===== src/rtl/grant_pkg.sv =====
// ============================================================================
// Module      : grant_pkg
// Description : Shared state encoding, default index width and width helpers
//               for the grant decoder slice.
// Revision    : 1.0 - initial release
// ============================================================================
`default_nettype none

package grant_pkg;

    localparam int DEFAULT_N_SEL = 3;

    typedef enum logic [1:0] {
        ST_IDLE  = 2'd0,
        ST_GRANT = 2'd1,
        ST_GAP   = 2'd2
    } state_t;

    function automatic int onehot_width(input int n_sel);
        return 1 << n_sel;
    endfunction

    // Floor the range at 1 so the counter never collapses to zero width.
    function automatic int cnt_width(input int max_hold, input int gap_cycles);
        int m;
        m = (max_hold > gap_cycles) ? max_hold : gap_cycles;
        if (m < 1) m = 1;
        return $clog2(m + 1);
    endfunction

endpackage

`default_nettype wire


===== src/rtl/grant_decoder_if.sv =====
// ============================================================================
// Module      : grant_decoder_if
// Description : Encoded-request in, one-hot grant out bundle for grant_decoder.
// Revision    : 1.0 - initial release
// ============================================================================
`default_nettype none

interface grant_decoder_if #(
    parameter int N_SEL = grant_pkg::DEFAULT_N_SEL
);
    logic [N_SEL-1:0]        code;
    logic                    code_valid;
    logic                    code_ready;
    logic                    done;
    logic [(1<<N_SEL)-1:0]   grant;
    logic [N_SEL-1:0]        grant_id;
    logic                    busy;
    logic                    timeout;

    modport master (
        output code, code_valid, done,
        input  code_ready, grant, grant_id, busy, timeout
    );

    modport slave (
        input  code, code_valid, done,
        output code_ready, grant, grant_id, busy, timeout
    );
endinterface

`default_nettype wire


===== src/rtl/grant_decoder_hold_counter.sv =====
// ============================================================================
// Module      : hold_counter
// Description : Loadable up-counter with clear and terminal-count compare.
// Revision    : 1.0 - initial release
// ============================================================================
`default_nettype none

module hold_counter #(
    parameter int WIDTH = 4
) (
    input  wire logic             clk,
    input  wire logic             rst,
    input  wire logic             clr,
    input  wire logic             load,
    input  wire logic [WIDTH-1:0] load_val,
    input  wire logic             en,
    input  wire logic [WIDTH-1:0] tc_val,
    output logic      [WIDTH-1:0] count,
    output logic                  tc
);

    logic [WIDTH-1:0] r_count;

    always_ff @(posedge clk or posedge rst) begin
        if (rst) begin
            r_count <= '0;
        end else if (clr) begin
            r_count <= '0;
        end else if (load) begin
            r_count <= load_val;
        end else if (en) begin
            r_count <= r_count + WIDTH'(1);
        end
    end

    assign count = r_count;
    assign tc    = (r_count == tc_val);

endmodule

`default_nettype wire


===== src/rtl/grant_decoder.sv =====
// ============================================================================
// Module      : grant_decoder
// Description : Turns an encoded request index into a held one-hot grant,
//               released by done or hold timeout, followed by a guard gap.
// Revision    : 1.0 - initial release
// ============================================================================
`default_nettype none

module grant_decoder
    import grant_pkg::*;
#(
    parameter int N_SEL      = DEFAULT_N_SEL,
    parameter int MAX_HOLD   = 16,
    parameter int GAP_CYCLES = 1
) (
    input  wire logic        clk,
    input  wire logic        rst,
    grant_decoder_if.slave   bus
);

    localparam int c_grant_w = onehot_width(N_SEL);
    localparam int c_cnt_w   = cnt_width(MAX_HOLD, GAP_CYCLES);

    localparam logic [c_cnt_w-1:0] c_hold_last = c_cnt_w'((MAX_HOLD == 0) ? 0 : MAX_HOLD - 1);
    localparam logic [c_cnt_w-1:0] c_gap_last  = c_cnt_w'(GAP_CYCLES);

    state_t                 r_state;
    state_t                 w_next;
    logic [c_grant_w-1:0]   r_grant;
    logic [N_SEL-1:0]       r_grant_id;
    logic                   r_busy;
    logic                   r_timeout;

    logic                   w_accept;
    logic                   w_expire;
    logic                   w_release;
    logic                   w_code_ready;
    logic                   w_cnt_en;
    logic [c_cnt_w-1:0]     w_tc_val;
    logic [c_cnt_w-1:0]     w_count;
    logic                   w_tc;
    logic [c_grant_w-1:0]   w_grant_dec;

    assign w_accept    = bus.code_valid && (r_state == ST_IDLE);
    assign w_expire    = (MAX_HOLD != 0) && (r_state == ST_GRANT) && w_tc && !bus.done;
    assign w_release   = (r_state == ST_GRANT) && (bus.done || w_expire);
    assign w_grant_dec = c_grant_w'(1) << bus.code;

    // Gap is loaded with 1 on release so its terminal count equals GAP_CYCLES.
    hold_counter #(
        .WIDTH (c_cnt_w)
    ) u_hold_counter (
        .clk      (clk),
        .rst      (rst),
        .clr      (w_accept),
        .load     (w_release),
        .load_val (c_cnt_w'(1)),
        .en       (w_cnt_en),
        .tc_val   (w_tc_val),
        .count    (w_count),
        .tc       (w_tc)
    );

    always_ff @(posedge clk or posedge rst) begin
        if (rst) begin
            r_state <= ST_IDLE;
        end else begin
            r_state <= w_next;
        end
    end

    always_comb begin
        w_next = r_state;
        case (r_state)
            ST_IDLE:  if (w_accept)  w_next = ST_GRANT;
            ST_GRANT: if (w_release) w_next = (GAP_CYCLES == 0) ? ST_IDLE : ST_GAP;
            ST_GAP:   if (w_tc)      w_next = ST_IDLE;
            default:                 w_next = ST_IDLE;
        endcase
    end

    always_comb begin
        w_code_ready = 1'b0;
        w_cnt_en     = 1'b0;
        w_tc_val     = c_hold_last;
        case (r_state)
            ST_IDLE:  w_code_ready = 1'b1;
            ST_GRANT: w_cnt_en     = 1'b1;
            ST_GAP: begin
                w_cnt_en = 1'b1;
                w_tc_val = c_gap_last;
            end
            default:  w_code_ready = 1'b0;
        endcase
    end

    // Code is only looked at on acceptance, so an unknown code while
    // code_valid is low can never land in the grant register.
    always_ff @(posedge clk or posedge rst) begin
        if (rst) begin
            r_grant    <= '0;
            r_grant_id <= '0;
            r_busy     <= 1'b0;
            r_timeout  <= 1'b0;
        end else begin
            r_timeout <= w_expire;
            r_busy    <= (w_next != ST_IDLE);
            if (w_accept) begin
                r_grant    <= w_grant_dec;
                r_grant_id <= bus.code;
            end else if (w_next != ST_GRANT) begin
                r_grant <= '0;
            end
        end
    end

    assign bus.code_ready = w_code_ready;
    assign bus.grant      = r_grant;
    assign bus.grant_id   = r_grant_id;
    assign bus.busy       = r_busy;
    assign bus.timeout    = r_timeout;

endmodule

`default_nettype wire

===== src/flat_wrapper.sv =====
// flat-port wrapper written by rule: the top's interface ports become plain ports
module grant_decoder_flat import grant_pkg::*;
#(
    parameter int N_SEL      = DEFAULT_N_SEL,
    parameter int MAX_HOLD   = 16,
    parameter int GAP_CYCLES = 1
)
  (clk, rst, bus_code, bus_code_valid, bus_done, bus_code_ready, bus_grant, bus_grant_id, bus_busy, bus_timeout);
  grant_decoder_if #(.N_SEL(N_SEL)) bus_i ();
  input  wire logic clk;
  input  wire logic rst;
  input wire logic [$bits(bus_i.code)-1:0] bus_code;
  input wire logic [$bits(bus_i.code_valid)-1:0] bus_code_valid;
  input wire logic [$bits(bus_i.done)-1:0] bus_done;
  output wire logic [$bits(bus_i.code_ready)-1:0] bus_code_ready;
  output wire logic [$bits(bus_i.grant)-1:0] bus_grant;
  output wire logic [$bits(bus_i.grant_id)-1:0] bus_grant_id;
  output wire logic [$bits(bus_i.busy)-1:0] bus_busy;
  output wire logic [$bits(bus_i.timeout)-1:0] bus_timeout;
  assign bus_i.code = bus_code;
  assign bus_i.code_valid = bus_code_valid;
  assign bus_i.done = bus_done;
  assign bus_code_ready = bus_i.code_ready;
  assign bus_grant = bus_i.grant;
  assign bus_grant_id = bus_i.grant_id;
  assign bus_busy = bus_i.busy;
  assign bus_timeout = bus_i.timeout;
  grant_decoder #(.N_SEL(N_SEL), .MAX_HOLD(MAX_HOLD), .GAP_CYCLES(GAP_CYCLES)) u_core (.clk(clk), .rst(rst), .bus(bus_i));
endmodule

===== config.mk =====
export PLATFORM = sky130hd
export DESIGN_NAME = grant_decoder_flat
export DESIGN_NICKNAME = d
export VERILOG_FILES = /design/src/rtl/grant_pkg.sv /design/src/rtl/grant_decoder_if.sv /design/src/rtl/grant_decoder_hold_counter.sv /design/src/rtl/grant_decoder.sv /design/src/flat_wrapper.sv
export SDC_FILE = /design/constraint.sdc
export NUM_CORES = 1
export LEC_CHECK = 0
export BUFFER_PORTS_ARGS = -buffer_cell sky130_fd_sc_hd__buf_2
export CAP_MARGIN = 5
export CORE_MARGIN = 1
export CORE_UTILIZATION = 32
export DETAILED_ROUTE_END_ITERATION = 7
export PLACE_DENSITY = 0.6
export SYNTH_ARGS = -nofsm -noshare
export SYNTH_HDL_FRONTEND = slang
export SYNTH_SLANG_ARGS = --single-unit

===== constraint.sdc =====
create_clock -name clk -period 1.9 [get_ports clk]
set_clock_uncertainty 0.1 [all_clocks]
set_input_delay 0.19 -clock clk [delete_from_list [all_inputs] [get_ports clk]]
set_output_delay 0.19 -clock clk [all_outputs]
set_load 0.01 [all_outputs]

; Word level (Yosys, flattened, before mapping)
; Index checks and enable logic that the tools add are counted.
[op_classes]
addsub = 1
n_eq_ne = 4
n_shift = 1
muxes = 12
n_reduce_logical = 11
[ops]
columns = cell, n
row1 = 8-bit two-way mux, 2
row2 = 5-bit two-way mux, 3
row3 = 1-bit by 3-bit << shifter with 8-bit output (first input constant), 1
row4 = 2-bit two-way mux, 3
row5 = 2-bit case mux with 3 select lines, 1
row6 = 5-bit by 1-bit adder with 5-bit output (second input constant), 1
row7 = 5-bit equality test, 1
row8 = 1-bit logical AND, 4
row9 = 4-bit two-way mux, 1
row10 = 2-bit nonzero test, 2
row11 = 3-bit nonzero test, 1
row12 = 2-bit by 1-bit equality test with 1-bit output (second input constant), 1
row13 = 2-bit equality test (second input constant), 1
row14 = 2-bit zero test, 1
row15 = 1-bit two-way mux, 2
row16 = 2-bit by 1-bit inequality test with 1-bit output (second input constant), 1
row17 = 2-bit OR reduction, 1
row18 = 1-bit zero test, 1
row19 = 1-bit logical OR, 1
[word_totals]
register_bits = 20
in_bits = 7
output_inout_bits = 14
word_cells = 35

; Longest topological paths before layout
[depth]
ltp_word = 12
mapped_depth = 7
ltp_nobuf = 6

; Hierarchy
; Synthesis repeated with hierarchy kept, for this count alone.
[unflattened]
hier_cells = 103
area_unflattened_um2 = 1067.3
[by_module_without_submodules]
columns = mod, instances, cells_each, area_each_um2, seq_area_each_um2
row1 = grant_decoder, 1, 67, 728.2, 375.4
row2 = hold_counter, 1, 36, 339.1, 125.1

; Least setup slack after synthesis
; OpenSTA, ideal clock, no wires.
[synth_timing]
kind = register -> register
from = reg u_core.r_state[0]
to = reg u_core.r_grant[5], in the netlist u_core.bus.grant[5]
setup_time_ns = 0.066
arrival_ns = 1.645
t_required_ns = 1.734
slack_ns = 0.088
path_stages_with_launch = 8
n_path_buf = 1
period_less_slack_ns = 1.812
path_cell_list = dfrtp_1 -> inv_1 -> ha_1 -> and2_4 -> buf_4 -> a2111oi_2 -> a31oi_1 -> nand2_1
[synth_via]
elab_chain_cells = 11
word_cells_on_any_way = 17
classes_between = eq/ne: 4 / mux: 6 / reduce/logical: 7
[synth_rtl]
columns = item, line_no
row1 = start: declaration, grant_decoder.sv:27  ; state_t r_state;
row2 = start signal: assignment, grant_decoder.sv:68  ; r_state <= w_next;
row3 = 2-bit equality test, "grant_decoder.sv:74, grant_decoder.sv:86"
row4 = 4-bit two-way mux, grant_decoder.sv:86  ; case (r_state)
row5 = 5-bit equality test, grant_decoder_hold_counter.sv:37  ; assign tc = (r_count == tc_val);
row6 = 1-bit logical AND (2 in series), grant_decoder.sv:45  ; assign w_expire = (MAX_HOLD != 0) && (r_state == ST_GRANT) && w_tc && !bus.done;
row7 = 1-bit logical OR, grant_decoder.sv:46  ; assign w_release = (r_state == ST_GRANT) && (bus.done || w_expire);
row8 = 1-bit logical AND, grant_decoder.sv:46
row9 = 2-bit two-way mux, grant_decoder.sv:76  ; ST_GRANT: if (w_release) w_next = (GAP_CYCLES == 0) ? ST_IDLE : ST_GAP;
row10 = 2-bit case mux with 3 select lines, grant_decoder.sv:74  ; case (r_state)
row11 = 2-bit by 1-bit inequality test with 1-bit output, grant_decoder.sv:111  ; end else if (w_next != ST_GRANT) begin
row12 = 2-bit nonzero test (no line), n/a
row13 = end signal: assignment, grant_decoder.sv:109  ; r_grant <= w_grant_dec;
row14 = end: declaration, grant_decoder.sv:29  ; logic [c_grant_w-1:0] r_grant;
; Several ways; a longest one is shown, not always the timed one.
; A chain may end at the register's enable or synchronous reset.

; Worst setup path after layout
[layout_timing]
from = reg u_core.r_state[1]
to = reg u_core.r_grant[5], in the netlist u_core.bus.grant[5]
; Same word-level chain as after synthesis.

==> impl_metrics.py <==
metrics = {
    "status": {
        "result_of_the_run": "complete, no violations",
    },
    "placed_design": {
        "port_buffers": 20,
        "global_placer_s_final_weighted_congestion": 0.844,
        "placedCellCount": 207,
        "detailed_place.area_um2": 1520,
        "hpwl_um": 2160,
    },
    "logic_synthesis": {
        "synthDistinctLibCells": 35,
        "cell_type_with_the_highest_aggregate_area_in_the_netlist": "sky130_fd_sc_hd__dfrtp_1",
        "synth_area_per_cell_um2": 9.71,
        "syn_nets": 143,
        "postSynth.topFlopCell": "sky130_fd_sc_hd__dfrtp_1",
        "ys_seq_elements": 20,
        "synth-async-reset-ratio_pct": 100,
        "netlist_top_cells_area": "sky130_fd_sc_hd__dfrtp_1, sky130_fd_sc_hd__a2111oi_2, sky130_fd_sc_hd__nand2_1",
        "synth_enable_flop_cells": 0,
        "area_share_of_the_leading_cell_type_in_the_synthesized_netlist_pct": 39.3,
        "synthesis.area_um2": 1270,
        "synth_seq_area_share_pct": 39.3,
        "postSynthCellCount": 131,
        "yosysWarnings": 0,
    },
    "final_layout": {
        "stdcell_count": 212,
        "final_cell_area_um2": 1650,
        "mostFrequentLayoutCells": "sky130_fd_sc_hd__nand2_1, sky130_fd_sc_hd__buf_2, sky130_fd_sc_hd__dfrtp_1",
        "final.fill_count": 372,
        "layout-area-overhead-vs-synth_pct": 29.3,
        "final_nets": 177,
        "antenna_cells_inserted": 0,
        "drive_gt1_share_pct": 37.8,
        "leading_cell_type_in_the_layout_fill_and_taps_excluded": "sky130_fd_sc_hd__nand2_1",
    },
    "global_routing": {
        "grt_max_degree": 21,
        "grt_use_total_pct": 16.2,
        "vias_in_the_first_global_route": 1120,
        "grt_antenna_before_repair": 0,
        "grt_overflow_total": 0,
        "grt_pass1_wl_um": 5320,
    },
    "floorplan": {
        "fp.dieH_um": 65.1,
        "dieWidth_um": 65.1,
        "rows": 22,
        "core-area_um2": 3740,
        "initial_core_util_pct": 34.0,
        "ioPinCount": 21,
        "dieArea_um2": 4230,
    },
    "setup_path": {
        "critical_path.reg2reg.endpoint": "u_core.bus.grant[5]$_DFFE_PP0P_",
        "setup.worst_path.class": "flip-flop to flip-flop",
        "timing.critical_path.to_type": "flip-flop",
        "worst-r2r-setup-slack_ps": 50,
        "worstPathMaxFanout": 9,
        "arrival_time_worst_endpoint_ps": 1950,
        "r2r-start": "u_core.r_state[1]$_DFF_PP0_",
        "critPathLaunchType": "flip-flop",
        "cp_data_required_time_ps": 2000,
        "reg2regPathDepth": 5,
    },
    "clocking": {
        "maximum_root_to_sink_buffer_count": 2,
        "cts_htree_levels": 1,
        "clock-sinks": 20,
        "cts_inserted_buffers": 3,
        "clk_tree_root_cell": "sky130_fd_sc_hd__clkbuf_8",
        "worst_skew_pair.late_latency_ps": 260,
        "tritoncts_clock_tree": "yes",
        "postCtsSetupRepairBufs": 0,
        "clkTransAtPathRegs_ps": 70,
    },
    "detailed_routing": {
        "avgViaCountPerCell": 5.32,
        "routed_wire_length_per_instance_um": 14.2,
        "num_vias": 1127,
        "route.detailed.drc": 0,
        "drt_first_pass_iters": 4,
        "detail_route.wirelength_um": 3000,
        "route.antenna.remaining_nets": 0,
        "detailed_router_s_first_iteration_violation_count": 45,
    },
    "timing": {
        "setup_viol_count_final": 0,
        "max_slew_margin_pct": 76.0,
        "hold_slack_ps": 104,
        "timing.final.hold_violations": 0,
        "max_slew.worst_pin.slew_ps": 359,
        "final-max-slew-violation-count": 0,
        "clock.fmax_ghz": 0.539,
        "final.period_utilization_pct": 97.6,
        "rsz0062_at_grt": "true",
        "min_period_ps": 1850,
    },
    "worst_hold_path": {
        "timing.hold.worst.start": "bus_code[1]",
        "min_delay_path_depth": 3,
        "worst_hold_path_type": "input port to flip-flop",
        "min_to": "u_core.bus.grant_id[1]$_DFFE_PP0P_",
    },
    "power": {
        "p_leak_nw": 0.732,
        "max-vdd-ir-drop_uv": 505,
        "finalPower_mw": 2.25,
        "power-per-cell-area_nw_per_um2": 1370,
    },
    "flow_run": {
        "drv.max_cap_violation_count": 0,
    },
}
## worst max-delay path, stage by stage (launching register included)
cell and delay, ps:
sky130_fd_sc_hd__dfrtp_1 460, sky130_fd_sc_hd__ha_1 230, sky130_fd_sc_hd__nand2b_2 320, sky130_fd_sc_hd__a2111oi_2 460, sky130_fd_sc_hd__nand4_1 150, sky130_fd_sc_hd__nand2_1 80
## where the power goes
group / switching (mW) / internal [mW] / leakage (nW)
combinational: 0.733 / 0.552 / 0.440
sequential: 0.107 / 0.534 / 0.263
clock: 0.142 / 0.184 / 0.0288
## how the worst max path moves through the flow
stage               slack, ps                   startpoint                              end  depth (start not counted)
finish                     50  u_core.r_state[1]$_DFF_PP0_  u_core.bus.grant[5]$_DFFE_PP0P_                          5
global route              -50  u_core.r_state[1]$_DFF_PP0_  u_core.bus.grant[2]$_DFFE_PP0P_                          5
CTS                        30  u_core.r_state[0]$_DFF_PP0_        u_core.bus.busy$_DFF_PP0_                          6
detailed placement        -10  u_core.r_state[0]$_DFF_PP0_        u_core.bus.busy$_DFF_PP0_                          6
global placement           10  u_core.r_state[0]$_DFF_PP0_        u_core.bus.busy$_DFF_PP0_                          6
floorplan                  90  u_core.r_state[0]$_DFF_PP0_  u_core.bus.grant[5]$_DFFE_PP0P_                          7
## state kept, by name, indices dropped and copies added (netlist names)
register and flops:
u_core.bus.timeout 1, u_core.u_hold_counter.count 5, u_core.r_state 2, u_core.bus.busy 1, u_core.bus.grant_id 3, u_core.bus.grant 8
## routing by layer
metal	track usage [%]	routed length (µm)	vias to the layer above
li1	-	-	546
met1	22.5	1440	534
met2	25.7	1380	43
met3	3.52	173	4
met4	3.53	16	0
met5	0	0	-
## cell families after synthesis
logic type                 Yosys count  synth area share, %
and+or+nand+nor                     59                 26.9
AOI/OAI and AO/OA                   26                 19.5
DFF                                 20                 39.3
buffers and inverters               16                 5.80
adders and majority gates            5                 4.92
xor gates and xnor gates             4                 2.75
muxes                                1                0.787
## metrics by stage
stage	util [%]	worst slack, ps	TNS [ps]
after floorplan	-	88.2	0
final	44.0	46.2	0
after global routing	44.0	-46.3	-227
after CTS	42.4	28.6	0
after detailed placement	40.6	-12.3	-12.3
after global placement	40.6	11.1	0
## cells in the mapped netlist (2+ instances only)
| cell | number |
|---|---|
| sky130_fd_sc_hd__a2111oi_2 | 8 |
| sky130_fd_sc_hd__a31oi_1 | 8 |
| sky130_fd_sc_hd__buf_2 | 2 |
| sky130_fd_sc_hd__dfrtp_1 | 20 |
| sky130_fd_sc_hd__ha_1 | 5 |
| sky130_fd_sc_hd__inv_1 | 12 |
| sky130_fd_sc_hd__nand2_1 | 21 |
| sky130_fd_sc_hd__nand2b_1 | 3 |
| sky130_fd_sc_hd__nand4_1 | 10 |
| sky130_fd_sc_hd__nor2_1 | 4 |
| sky130_fd_sc_hd__nor2b_1 | 2 |
| sky130_fd_sc_hd__nor3_1 | 5 |
| sky130_fd_sc_hd__nor3_2 | 4 |
| sky130_fd_sc_hd__o21a_1 | 2 |
| sky130_fd_sc_hd__o21ai_1 | 2 |
| sky130_fd_sc_hd__xor2_1 | 4 |
## what timing repair did
| action | 4_1_cts | 5_1_grt |
|---|---|---|
| hold buffers | 1 | 0 |
| gates resized for setup | 2 | 8 |
| endpoints found under the setup margin | 2 | 10 |
| endpoints found under the hold margin | 20 | 0 |
| pin swaps | 0 | 0 |
## layout make-up
| cell class | count | area (µm²) | area share, % |
|---|---|---|---|
| clock buffers | 4 | 55.1 | 3.35 |
| repair buffers | 33 | 225 | 13.7 |
| multi-input cells | 95 | 758 | 46.1 |
| well taps | 48 | 60.1 | 3.65 |
| inverters | 12 | 45.0 | 2.74 |
| flip-flops and latches | 20 | 502 | 30.5 |
(Power assumes the default switching activity.)
